$ cat src/rtl/addsub_pkg.sv
`default_nettype none
// ============================================================================
// Module      : addsub_pkg
// Description : Shared width, operation-mode and FSM state definitions for the
//               shared 8-bit adder/subtractor arbiter.
// Revision    : 1.0  initial release
// ============================================================================
package addsub_pkg;

    localparam int unsigned c_DATA_W = 8;

    localparam logic MODE_ADD = 1'b0;
    localparam logic MODE_SUB = 1'b1;

    typedef enum logic [1:0] {
        IDLE = 2'd0,
        EXEC = 2'd1,
        RESP = 2'd2
    } state_t;

endpackage : addsub_pkg
`default_nettype wire

$ cat src/rtl/addsub_arbiter_8bit_if.sv
`default_nettype none
// ============================================================================
// Module      : addsub_arbiter_8bit_if
// Description : Two-requester request/response bus of the shared add/sub unit.
//               master = requester side, slave = arbiter side.
// Revision    : 1.0  initial release
// ============================================================================
interface addsub_arbiter_8bit_if;
    import addsub_pkg::*;

    logic [1:0]          req_valid;
    logic [1:0]          req_ready;
    logic [c_DATA_W-1:0] req0_a;
    logic [c_DATA_W-1:0] req0_b;
    logic                req0_mode;
    logic [c_DATA_W-1:0] req1_a;
    logic [c_DATA_W-1:0] req1_b;
    logic                req1_mode;
    logic [1:0]          rsp_valid;
    logic [1:0]          rsp_ready;
    logic [c_DATA_W-1:0] rsp_result;
    logic                rsp_ovfl;
    logic                rsp_carry;
    logic                busy;

    modport master (
        output req_valid, req0_a, req0_b, req0_mode,
               req1_a, req1_b, req1_mode, rsp_ready,
        input  req_ready, rsp_valid, rsp_result, rsp_ovfl, rsp_carry, busy
    );

    modport slave (
        input  req_valid, req0_a, req0_b, req0_mode,
               req1_a, req1_b, req1_mode, rsp_ready,
        output req_ready, rsp_valid, rsp_result, rsp_ovfl, rsp_carry, busy
    );

endinterface : addsub_arbiter_8bit_if
`default_nettype wire

$ cat src/rtl/addsub_core_8bit.sv
`default_nettype none
// ============================================================================
// Module      : addsub_core_8bit
// Description : Stateless two's-complement adder/subtractor with signed
//               overflow and carry-out (carry = no-borrow for subtraction).
// Revision    : 1.0  initial release
// ============================================================================
module addsub_core_8bit
    import addsub_pkg::*;
(
    input  wire logic [c_DATA_W-1:0] i_a,
    input  wire logic [c_DATA_W-1:0] i_b,
    input  wire logic                i_mode,
    output logic      [c_DATA_W-1:0] o_result,
    output logic                     o_ovfl,
    output logic                     o_carry
);

    logic                w_is_sub;
    logic [c_DATA_W-1:0] w_b_op;
    logic [c_DATA_W:0]   w_sum;

    assign w_is_sub = (i_mode == MODE_SUB);
    assign w_b_op   = w_is_sub ? ~i_b : i_b;
    assign w_sum    = {1'b0, i_a} + {1'b0, w_b_op} + {{c_DATA_W{1'b0}}, w_is_sub};

    assign o_result = w_sum[c_DATA_W-1:0];
    assign o_carry  = w_sum[c_DATA_W];

    // Overflow is judged on the original b so that b = 0x80 under subtraction
    // is handled correctly (its negation is not representable).
    always_comb begin
        if (w_is_sub) begin
            o_ovfl = (i_a[c_DATA_W-1] != i_b[c_DATA_W-1]) &&
                     (o_result[c_DATA_W-1] != i_a[c_DATA_W-1]);
        end else begin
            o_ovfl = (i_a[c_DATA_W-1] == i_b[c_DATA_W-1]) &&
                     (o_result[c_DATA_W-1] != i_a[c_DATA_W-1]);
        end
    end

endmodule : addsub_core_8bit
`default_nettype wire

$ cat src/rtl/addsub_arbiter_8bit.sv
`default_nettype none
// ============================================================================
// Module      : addsub_arbiter_8bit
// Description : Round-robin arbiter sharing one registered add/sub operation
//               between two valid/ready requesters.
// Revision    : 1.0  initial release
// ============================================================================
module addsub_arbiter_8bit
    import addsub_pkg::*;
#(
    parameter int unsigned RR_INIT = 0
)(
    input  wire logic            clk,
    input  wire logic            rst,
    addsub_arbiter_8bit_if.slave bus
);

    localparam logic c_PTR_INIT = RR_INIT[0];

    state_t              r_state;
    state_t              w_state_nxt;
    logic                r_ptr;
    logic                r_grant;
    logic [c_DATA_W-1:0] r_a;
    logic [c_DATA_W-1:0] r_b;
    logic                r_mode;
    logic [c_DATA_W-1:0] r_result;
    logic                r_ovfl;
    logic                r_carry;

    logic                w_sel;
    logic                w_accept;
    logic                w_rsp_done;
    logic [1:0]          w_req_ready;
    logic [1:0]          w_rsp_valid;
    logic [c_DATA_W-1:0] w_core_result;
    logic                w_core_ovfl;
    logic                w_core_carry;

    // A lone requester wins regardless of the pointer.
    always_comb begin
        case (bus.req_valid)
            2'b01:   w_sel = 1'b0;
            2'b10:   w_sel = 1'b1;
            default: w_sel = r_ptr;
        endcase
    end

    always_ff @(posedge clk) begin
        if (rst) begin
            r_state <= IDLE;
        end else begin
            r_state <= w_state_nxt;
        end
    end

    always_comb begin
        w_state_nxt = r_state;
        w_req_ready = 2'b00;
        w_rsp_valid = 2'b00;
        w_accept    = 1'b0;
        w_rsp_done  = 1'b0;
        case (r_state)
            IDLE: begin
                if (|bus.req_valid) begin
                    w_req_ready = w_sel ? 2'b10 : 2'b01;
                    w_accept    = 1'b1;
                    w_state_nxt = EXEC;
                end
            end
            EXEC: begin
                w_state_nxt = RESP;
            end
            RESP: begin
                w_rsp_valid = r_grant ? 2'b10 : 2'b01;
                if (bus.rsp_ready[r_grant]) begin
                    w_rsp_done  = 1'b1;
                    w_state_nxt = IDLE;
                end
            end
            default: begin
                w_state_nxt = IDLE;
            end
        endcase
    end

    always_ff @(posedge clk) begin
        if (rst) begin
            r_ptr    <= c_PTR_INIT;
            r_grant  <= 1'b0;
            r_a      <= '0;
            r_b      <= '0;
            r_mode   <= MODE_ADD;
            r_result <= '0;
            r_ovfl   <= 1'b0;
            r_carry  <= 1'b0;
        end else begin
            if (w_accept) begin
                r_grant <= w_sel;
                r_a     <= w_sel ? bus.req1_a    : bus.req0_a;
                r_b     <= w_sel ? bus.req1_b    : bus.req0_b;
                r_mode  <= w_sel ? bus.req1_mode : bus.req0_mode;
            end
            if (r_state == EXEC) begin
                r_result <= w_core_result;
                r_ovfl   <= w_core_ovfl;
                r_carry  <= w_core_carry;
            end
            if (w_rsp_done) begin
                r_ptr <= ~r_grant;
            end
        end
    end

    addsub_core_8bit u_core (
        .i_a      (r_a),
        .i_b      (r_b),
        .i_mode   (r_mode),
        .o_result (w_core_result),
        .o_ovfl   (w_core_ovfl),
        .o_carry  (w_core_carry)
    );

    // Outputs read as reset values during the cycle rst is asserted.
    assign bus.req_ready  = rst ? 2'b00 : w_req_ready;
    assign bus.rsp_valid  = rst ? 2'b00 : w_rsp_valid;
    assign bus.rsp_result = rst ? '0    : r_result;
    assign bus.rsp_ovfl   = rst ? 1'b0  : r_ovfl;
    assign bus.rsp_carry  = rst ? 1'b0  : r_carry;
    assign bus.busy       = rst ? 1'b0  : (r_state != IDLE);

endmodule : addsub_arbiter_8bit
`default_nettype wire

$ cat src/flat_wrapper.sv
// flat-port wrapper written by rule: the top's interface ports become plain ports
module addsub_arbiter_8bit_flat import addsub_pkg::*;
#(
    parameter int unsigned RR_INIT = 0
)
  (clk, rst, bus_req_valid, bus_req0_a, bus_req0_b, bus_req0_mode, bus_req1_a, bus_req1_b, bus_req1_mode, bus_rsp_ready, bus_req_ready, bus_rsp_valid, bus_rsp_result, bus_rsp_ovfl, bus_rsp_carry, bus_busy);
  addsub_arbiter_8bit_if bus_i ();
  input  wire logic clk;
  input  wire logic rst;
  input wire logic [$bits(bus_i.req_valid)-1:0] bus_req_valid;
  input wire logic [$bits(bus_i.req0_a)-1:0] bus_req0_a;
  input wire logic [$bits(bus_i.req0_b)-1:0] bus_req0_b;
  input wire logic [$bits(bus_i.req0_mode)-1:0] bus_req0_mode;
  input wire logic [$bits(bus_i.req1_a)-1:0] bus_req1_a;
  input wire logic [$bits(bus_i.req1_b)-1:0] bus_req1_b;
  input wire logic [$bits(bus_i.req1_mode)-1:0] bus_req1_mode;
  input wire logic [$bits(bus_i.rsp_ready)-1:0] bus_rsp_ready;
  output wire logic [$bits(bus_i.req_ready)-1:0] bus_req_ready;
  output wire logic [$bits(bus_i.rsp_valid)-1:0] bus_rsp_valid;
  output wire logic [$bits(bus_i.rsp_result)-1:0] bus_rsp_result;
  output wire logic [$bits(bus_i.rsp_ovfl)-1:0] bus_rsp_ovfl;
  output wire logic [$bits(bus_i.rsp_carry)-1:0] bus_rsp_carry;
  output wire logic [$bits(bus_i.busy)-1:0] bus_busy;
  assign bus_i.req_valid = bus_req_valid;
  assign bus_i.req0_a = bus_req0_a;
  assign bus_i.req0_b = bus_req0_b;
  assign bus_i.req0_mode = bus_req0_mode;
  assign bus_i.req1_a = bus_req1_a;
  assign bus_i.req1_b = bus_req1_b;
  assign bus_i.req1_mode = bus_req1_mode;
  assign bus_i.rsp_ready = bus_rsp_ready;
  assign bus_req_ready = bus_i.req_ready;
  assign bus_rsp_valid = bus_i.rsp_valid;
  assign bus_rsp_result = bus_i.rsp_result;
  assign bus_rsp_ovfl = bus_i.rsp_ovfl;
  assign bus_rsp_carry = bus_i.rsp_carry;
  assign bus_busy = bus_i.busy;
  addsub_arbiter_8bit #(.RR_INIT(RR_INIT)) u_core (.clk(clk), .rst(rst), .bus(bus_i));
endmodule
$ cat config.mk
export PLATFORM = sky130hd
export DESIGN_NAME = addsub_arbiter_8bit_flat
export DESIGN_NICKNAME = d
export VERILOG_FILES = /design/src/rtl/addsub_pkg.sv /design/src/rtl/addsub_arbiter_8bit_if.sv /design/src/rtl/addsub_core_8bit.sv /design/src/rtl/addsub_arbiter_8bit.sv /design/src/flat_wrapper.sv
export SDC_FILE = /design/constraint.sdc
export NUM_CORES = 1
export LEC_CHECK = 0
export CAP_MARGIN = 20
export CORE_MARGIN = 8
export CORE_UTILIZATION = 40
export CTS_CLUSTER_DIAMETER = 60
export DETAILED_ROUTE_END_ITERATION = 7
export MAX_ROUTING_LAYER = met4
export PLACE_DENSITY = 0.72
export SLEW_MARGIN = 20
export SYNTH_ARGS = -nofsm -noshare
export SYNTH_HDL_FRONTEND = slang
export SYNTH_HIERARCHICAL = 1
export SYNTH_SLANG_ARGS = --single-unit
$ cat constraint.sdc
create_clock -name clk -period 2.4 [get_ports clk]
set_input_delay 0.48 -clock clk [delete_from_list [all_inputs] [get_ports clk]]
set_output_delay 0.48 -clock clk [all_outputs]
set_load 0.02 [all_outputs]
==> summary.md <==
| Metric | Value |
|---|---|
| Placer Congestion | `0.858` |
| Synthesized instance count | `215` |
| First-pass GRT wire length | `7380 um` |
| Area of the multi-input gates | `1220 um^2` |
| CTS buffer count | `5` |
| Crit path from | `rst` |
| Final WL | `4490 um` |
| H-tree depth | `2` |
| DR iter-0 viols | `35` |
| Yosys top cell area share | `32.3%` |
| Routed vias/inst | `~5.0` |
| Root Driver | `clkbuf_8` |
| Reg-to-reg endpoint | `u_core/r_ovfl` |
| Vias in the first global route | `1662` |
| Reg-to-Reg Start | `u_core/r_mode` |
| Switching share of power | `32.0%` |
| Max Cap Viol | `0` |
| Clock Power Share | `25.8%` |
| Sequential cell area | `622 um^2` |
| Clk_lat worst skew | `~280 ps` |
| Post-placement setup slack | `-458 ps` |
| Final Hold Fails | `0` |
| Share of cells above drive strength 1 | `19.1%` |
| CTS tree | `yes` |
| Net count after synthesis | `266` |
| Max-Slew Margin vs Limit | `68.1%` |
| Antenna Cells | `0` |
| Hold_sp | `u_core/r_a[3]` |
| CP max stage delay | `a little over 600 ps` |
| Congestion Overflow GR | `0` |
| Crit path max fanout | `8` |
| Die W | `85.3 um` |
| Worst EP required | `1920 ps` |
| CP endpoint kind | `output port` |
| Register share of total power | `35.9%` |
| Core box area | `4660 um^2` |
| Hold crit path type | `flop to flop` |
| Reg2Reg Setup Slack | `180 ps` |
| Comb power frac | `38.3%` |
| Most used DFF post-synth | `dfxtp_1` |
| WS Path Type | `input pin to output port` |
| Arr. time, crit path | `1810 ps` |
| Largest net degree at the start of global routing | `27` |
| Die Ht | `approximately 85 um` |
| Antenna violations before repair | `0` |
| Post-route ant nets | `0` |
| Setup WS post-layout | `113 ps` |
| Setup Skew | `3.15 ps` |
| CP top delay family | `buffers and inverters` |
| Layout area overhead | `42.7%` |
| Warnings from Yosys | `6` |
| Pwr dens | `632 nW/um^2` |
| I/O Buffers | `54` |
| Worst path cell trace | `clkdlybuf4s50_1 -> buf_4 -> nor2_1 -> clkdlybuf4s50_1` |
| Die area | `about 7300 um^2` |
| Worst IR Drop VDD | `around 0.00026 V` |
| Critical Path Source Type | `input pin` |
| Most frequent cells after synthesis | `38 x nand2_1, 31 x dfxtp_1, 28 x nor2_1, 12 x nor2b_1, 11 x a311oi_2` |
| Maximum clock rate | `437 MHz` |
| Worst-margin pin slew | `478 ps` |
| Min-Delay Endpoint | `u_core/r_a[3]` |
| Leak | `1.31 nW` |
| Async set-reset flop share out of synthesis | `0%` |
| R2R cell count | `9` |
| DRC | `0` |
| Hold_buf cts | `0` |
| DR WL/cell | `13.3 um` |
| Post-DP HPWL | `3440 um` |
| Seq cells post-synth | `31` |
| Buf/Inv on CP | `3` |
| Power, Total | `0.00173 W` |
| Fill cells | `about 440` |
| Initial Util | `41.2%` |
| Final Cycle Share | `95.3%` |
| Post-synth EDFFs | `0` |
| Mean Syn Cell Area | `about 9 um^2` |
| GRT Util Overall | `about an eighth` |
| Nets@finish | `333` |
| Via count | `1698` |
| Post-route minimum period | `~2300 ps` |
| Top post-synthesis cells by area | `dfxtp_1 32%, a311oi_2 8.6%, nand2_1 7.4%, ha_1 6.5%, nor2_1 5.5%` |
| Row Count | `25` |
| Seq/Total Area, Yosys | `32.3%` |
| CP max stage cell | `clkdlybuf4s50_1` |
| Final setup vio count | `0` |
| Cells on Worst Hold Path | `2` |
| I/O Pins | `55` |
| Clk slew on worst S/H paths | `60 ps` |
| Deepest clock path buffer count | `2` |
| RSZ-0062 raised after global routing | `no` |
| Top-count cell post-synth | `nand2_1` |
| Syn Std Cell Area | `1920 um^2` |
| Psw | `0.000554 W` |
| Clk sinks | `31` |
| Pint | `0.00118 W` |
| Max-slew violations | `0` |
| CP dominant cell by count | `clkdlybuf4s50_1` |
| DR pass1 iterations | `4` |
| Cell taking the most area after synthesis | `dfxtp_1` |
| Status | `finished, final reports clean` |
| Synth unique cells | `41` |
## state kept, by name (all words and copies together), names as in the netlist
register and cells:
u_core/r_b 8, u_core/r_carry 1, u_core/r_grant 1, u_core/r_ovfl 1
u_core/r_result 8, u_core/r_a 8, u_core/r_state 2, u_core/r_mode 1
u_core/r_ptr 1
## kinds of logic after synthesis
family | synth area share (%)
flops | 32.3
fa+ha+maj | 7.56
simple gates | 21.1
mux | 4.24
buf+inv | 6.06
compound gates | 23.7
xor+xnor | 5.02
## cell type report
cell class | count | area share (%)
clock buffers | 8 | 3.65
inverters | 9 | 1.23
multi-input cells | 165 | 44.5
flip-flops and latches | 31 | 22.7
well taps | 54 | 2.47
repair buffers | 70 | 25.4
## worst max path at each step
stage                  endpoint  slack, ps  cells past startpoint
4_1_cts           bus_rsp_carry          5                      4
5_1_grt                bus_busy         40                      4
2_1_floorplan  bus_req_ready[1]        170                      5
3_5_place_dp   bus_req_ready[0]       -460                      6
3_3_place_gp   bus_req_ready[0]       -440                      6
6_report               bus_busy        110                      4
## tightest hold or removal path: stages (launching register included)
cell and delay (ps):
dfxtp_1 310, nor2_1 100, a311oi_1 50
## power by group through the flow
| stage | registers [W] | clock network [W] | logic, W |
|---|---|---|---|
| floorplan | 0.000623 | 0 | 0.000465 |
| global placement | 0.000631 | 0 | 0.000637 |
| detailed placement | 0.000634 | 0 | 0.000644 |
| CTS | 0.000622 | 0.000464 | 0.000655 |
| global route | 0.000632 | 0.000491 | 0.000731 |
| finish | 0.000622 | 0.000446 | 0.000663 |
## metal layers
| metal | up-vias | wire, um | share of wire, % | track usage [%] |
|---|---|---|---|---|
| li1 | 892 | - | - | - |
| met1 | 745 | 2070 | 46 | 14.1 |
| met2 | 49 | 2070 | 46 | 20.4 |
| met3 | 12 | 190 | 4.2 | 3.57 |
| met4 | 0 | 165 | 3.7 | 7.64 |
| met5 | - | 0 | 0 | - |
## repair_timing
| action | 4_1_cts | 5_1_grt |
|---|---|---|
| setup endpoints to repair | 4 | 15 |
| resized for setup | 13 | 24 |
| pin swaps | 0 | 1 |
| buffers inserted | 2 | 1 |
## metrics by stage
step	instance area [um^2]	util (%)	setup TNS (ps)	instances	hold slack [ps]
floorplan	1920	-	0	215	480
global placement	2550	54.8	-864	326	498
detailed placement	2550	54.8	-884	326	500
CTS	2670	57.3	0	336	509
global route	2740	58.8	0	337	532
finish	2740	58.8	0	337	508
## placed cells by master (no fill, tap or decap), types with 3 or more instances in the layout
| cell type | n |
|---|---|
| o22a_1 | 10 |
| ha_1 | 9 |
| inv_1 | 7 |
| a311oi_1 | 6 |
| a311oi_2 | 11 |
| nor2b_1 | 12 |
| buf_4 | 15 |
| dlymetal6s2s_1 | 12 |
| mux2i_1 | 3 |
| o21ai_0 | 3 |
| clkbuf_8 | 7 |
| clkdlybuf4s50_1 | 38 |
| dfxtp_1 | 30 |
| a21oi_1 | 6 |
| nand2_1 | 38 |
| xor2_1 | 8 |
| xnor2_1 | 3 |
| nor2_1 | 27 |
No activity file was read; power rests on OpenSTA's default activity.
==> patch (config.mk and constraints unchanged) <==
The 3 states of `state_t` get a one-hot encoding in 3 bits.
--- a/src/rtl/addsub_pkg.sv
+++ b/src/rtl/addsub_pkg.sv
@@ -12,10 +12,10 @@
     localparam logic MODE_ADD = 1'b0;
     localparam logic MODE_SUB = 1'b1;
 
-    typedef enum logic [1:0] {
-        IDLE = 2'd0,
-        EXEC = 2'd1,
-        RESP = 2'd2
+    typedef enum logic [2:0] {
+        IDLE = 3'b001,
+        EXEC = 3'b010,
+        RESP = 3'b100
     } state_t;
 
 endpackage : addsub_pkg
Formal check against the unedited RTL: no difference found for any inputs over 10 cycles, from zero or initial values and one cycle with rst high; not proved beyond that.
==> patch against the unedited design <==
- power is 1.8% higher
- combinational power is 3.9% higher
- synthesized cell count is 6.5% higher
- sequential cell count is 1 higher
- count of clock-buffer cells in the layout is 1 lower
- area after synthesis is 4.5% higher
- wire length is 6.9% higher
- cell area is 3.3% higher
- setup slack worse by 0.073 ns
==> patch: results (changes against the unedited design) <==
R2R Setup Slk 0.21 ns (+0.03 ns); crit-path max FO 3 (-5); DPL Wire Length 3.68 mm (+6.9%); DR iter-0 viols 75 (+110%); Setup Buffers After CTS 0 (-2); hold endpoint u_core/r_result[2]; layout cells sized above 1 18.4% (-0.65 points); global-route wire length before repair 8.20 mm (+11%); CP top delay family simple AND/OR/NAND/NOR gates; sequential cell area fraction in the yosys report 31.9% (-0.39 points); leakage dissipation 1.16 nW (-12%); Place WS -0.830 ns (-0.372 ns); worst r2r path cells 10 (+1); RD Place Congestion 0.787 (-8.3%); mux cell area share after synthesis 8.42% (+4.2 points); largest net degree at the start of global routing 37 (+37%); adder-cell share of the synthesized area 7.24% (-0.33 points); synth unique cells 42 (+2.4%); DP Area 2700 um^2 (+5.5%); DP Cell Count 353 (+8.3%); Hold Crit Start u_core/r_result[2]; top post-synthesis cells by area dfxtp_1 32%, a311oi_2 8.2%, nand2_1 6.9%; slowest cell on the critical path or4b_4; DR vias 1704 (+0.35%); Avg WL per Cell 13.3 um (about the same); via/cell ratio 4.73 (-6.1%); Switch Pwr 0.575 mW (+3.8%); status finished, final reports clean; worst path arrival time 1.88 ns (+0.07 ns); slowest cell delay on critical path 0.57 ns (-0.04 ns); Total GRT Usage 13.8% (+1.0 points); Synth Area in Compound Gates 19.3% (-4.4 points); Max transition margin 67.5% (-0.57 points); Cells after Synth 229 (+6.5%); peak supply drop 0.305 mV (+17%); Final Net Count 344 (+3.3%)
## patch: cells by family (layout without fill, tap and decap cells)
logic type	count (synthesis)	count (layout)
compound gates	40	40
xor+xnor	11	11
fa+ha+maj	11	11
buf+inv	21	85
flops	32	32
mux	16	16
simple gates	98	98
## patch: metal layers
metal  track usage, %  vias to the layer above  wire [um]
met1             16.3                      740       2290
met4             5.16                        0         76
met3             3.59                        6        218
li1                 -                      915          -
met5                -                        -          0
met2             22.1                       43       2220
## patch: worst max-delay path by stage
| stage | to | depth (start not counted) | start |
|---|---|---|---|
| CTS | bus_rsp_valid[1] | 4 | u_core/r_state[2] |
| global route | bus_req_ready[0] | 7 | bus_req_valid[1] |
| detailed placement | bus_req_ready[0] | 7 | bus_req_valid[1] |
| finish | bus_req_ready[0] | 7 | bus_req_valid[1] |
| floorplan | bus_req_ready[1] | 4 | bus_req_valid[0] |
| global placement | bus_req_ready[0] | 7 | bus_req_valid[0] |
## patch: timing repair
| item | in CTS | in global routing |
|---|---|---|
| resized for setup | 20 | 5 |
| endpoints found under the setup margin | 4 | 4 |
| pin swaps | 3 | 1 |
## patch: final cells by class
class | count | area [um^2] | area share, %
tap | 67 | 83.8 | 2.96
sequential | 32 | 642 | 22.7
clock buffer | 7 | 96.3 | 3.41
multi-input combinational | 176 | 1310 | 46.1
timing repair buffer | 69 | 668 | 23.6
inverter | 9 | 33.8 | 1.19
## patch: power by group through the flow
stage / logic (mW) / registers, mW / clock network (mW)
floorplan: 0.480 / 0.635 / 0
global placement: 0.643 / 0.641 / 0
detailed placement: 0.657 / 0.644 / 0
CTS: 0.673 / 0.633 / 0.451
global route: 0.764 / 0.641 / 0.484
finish: 0.689 / 0.635 / 0.439
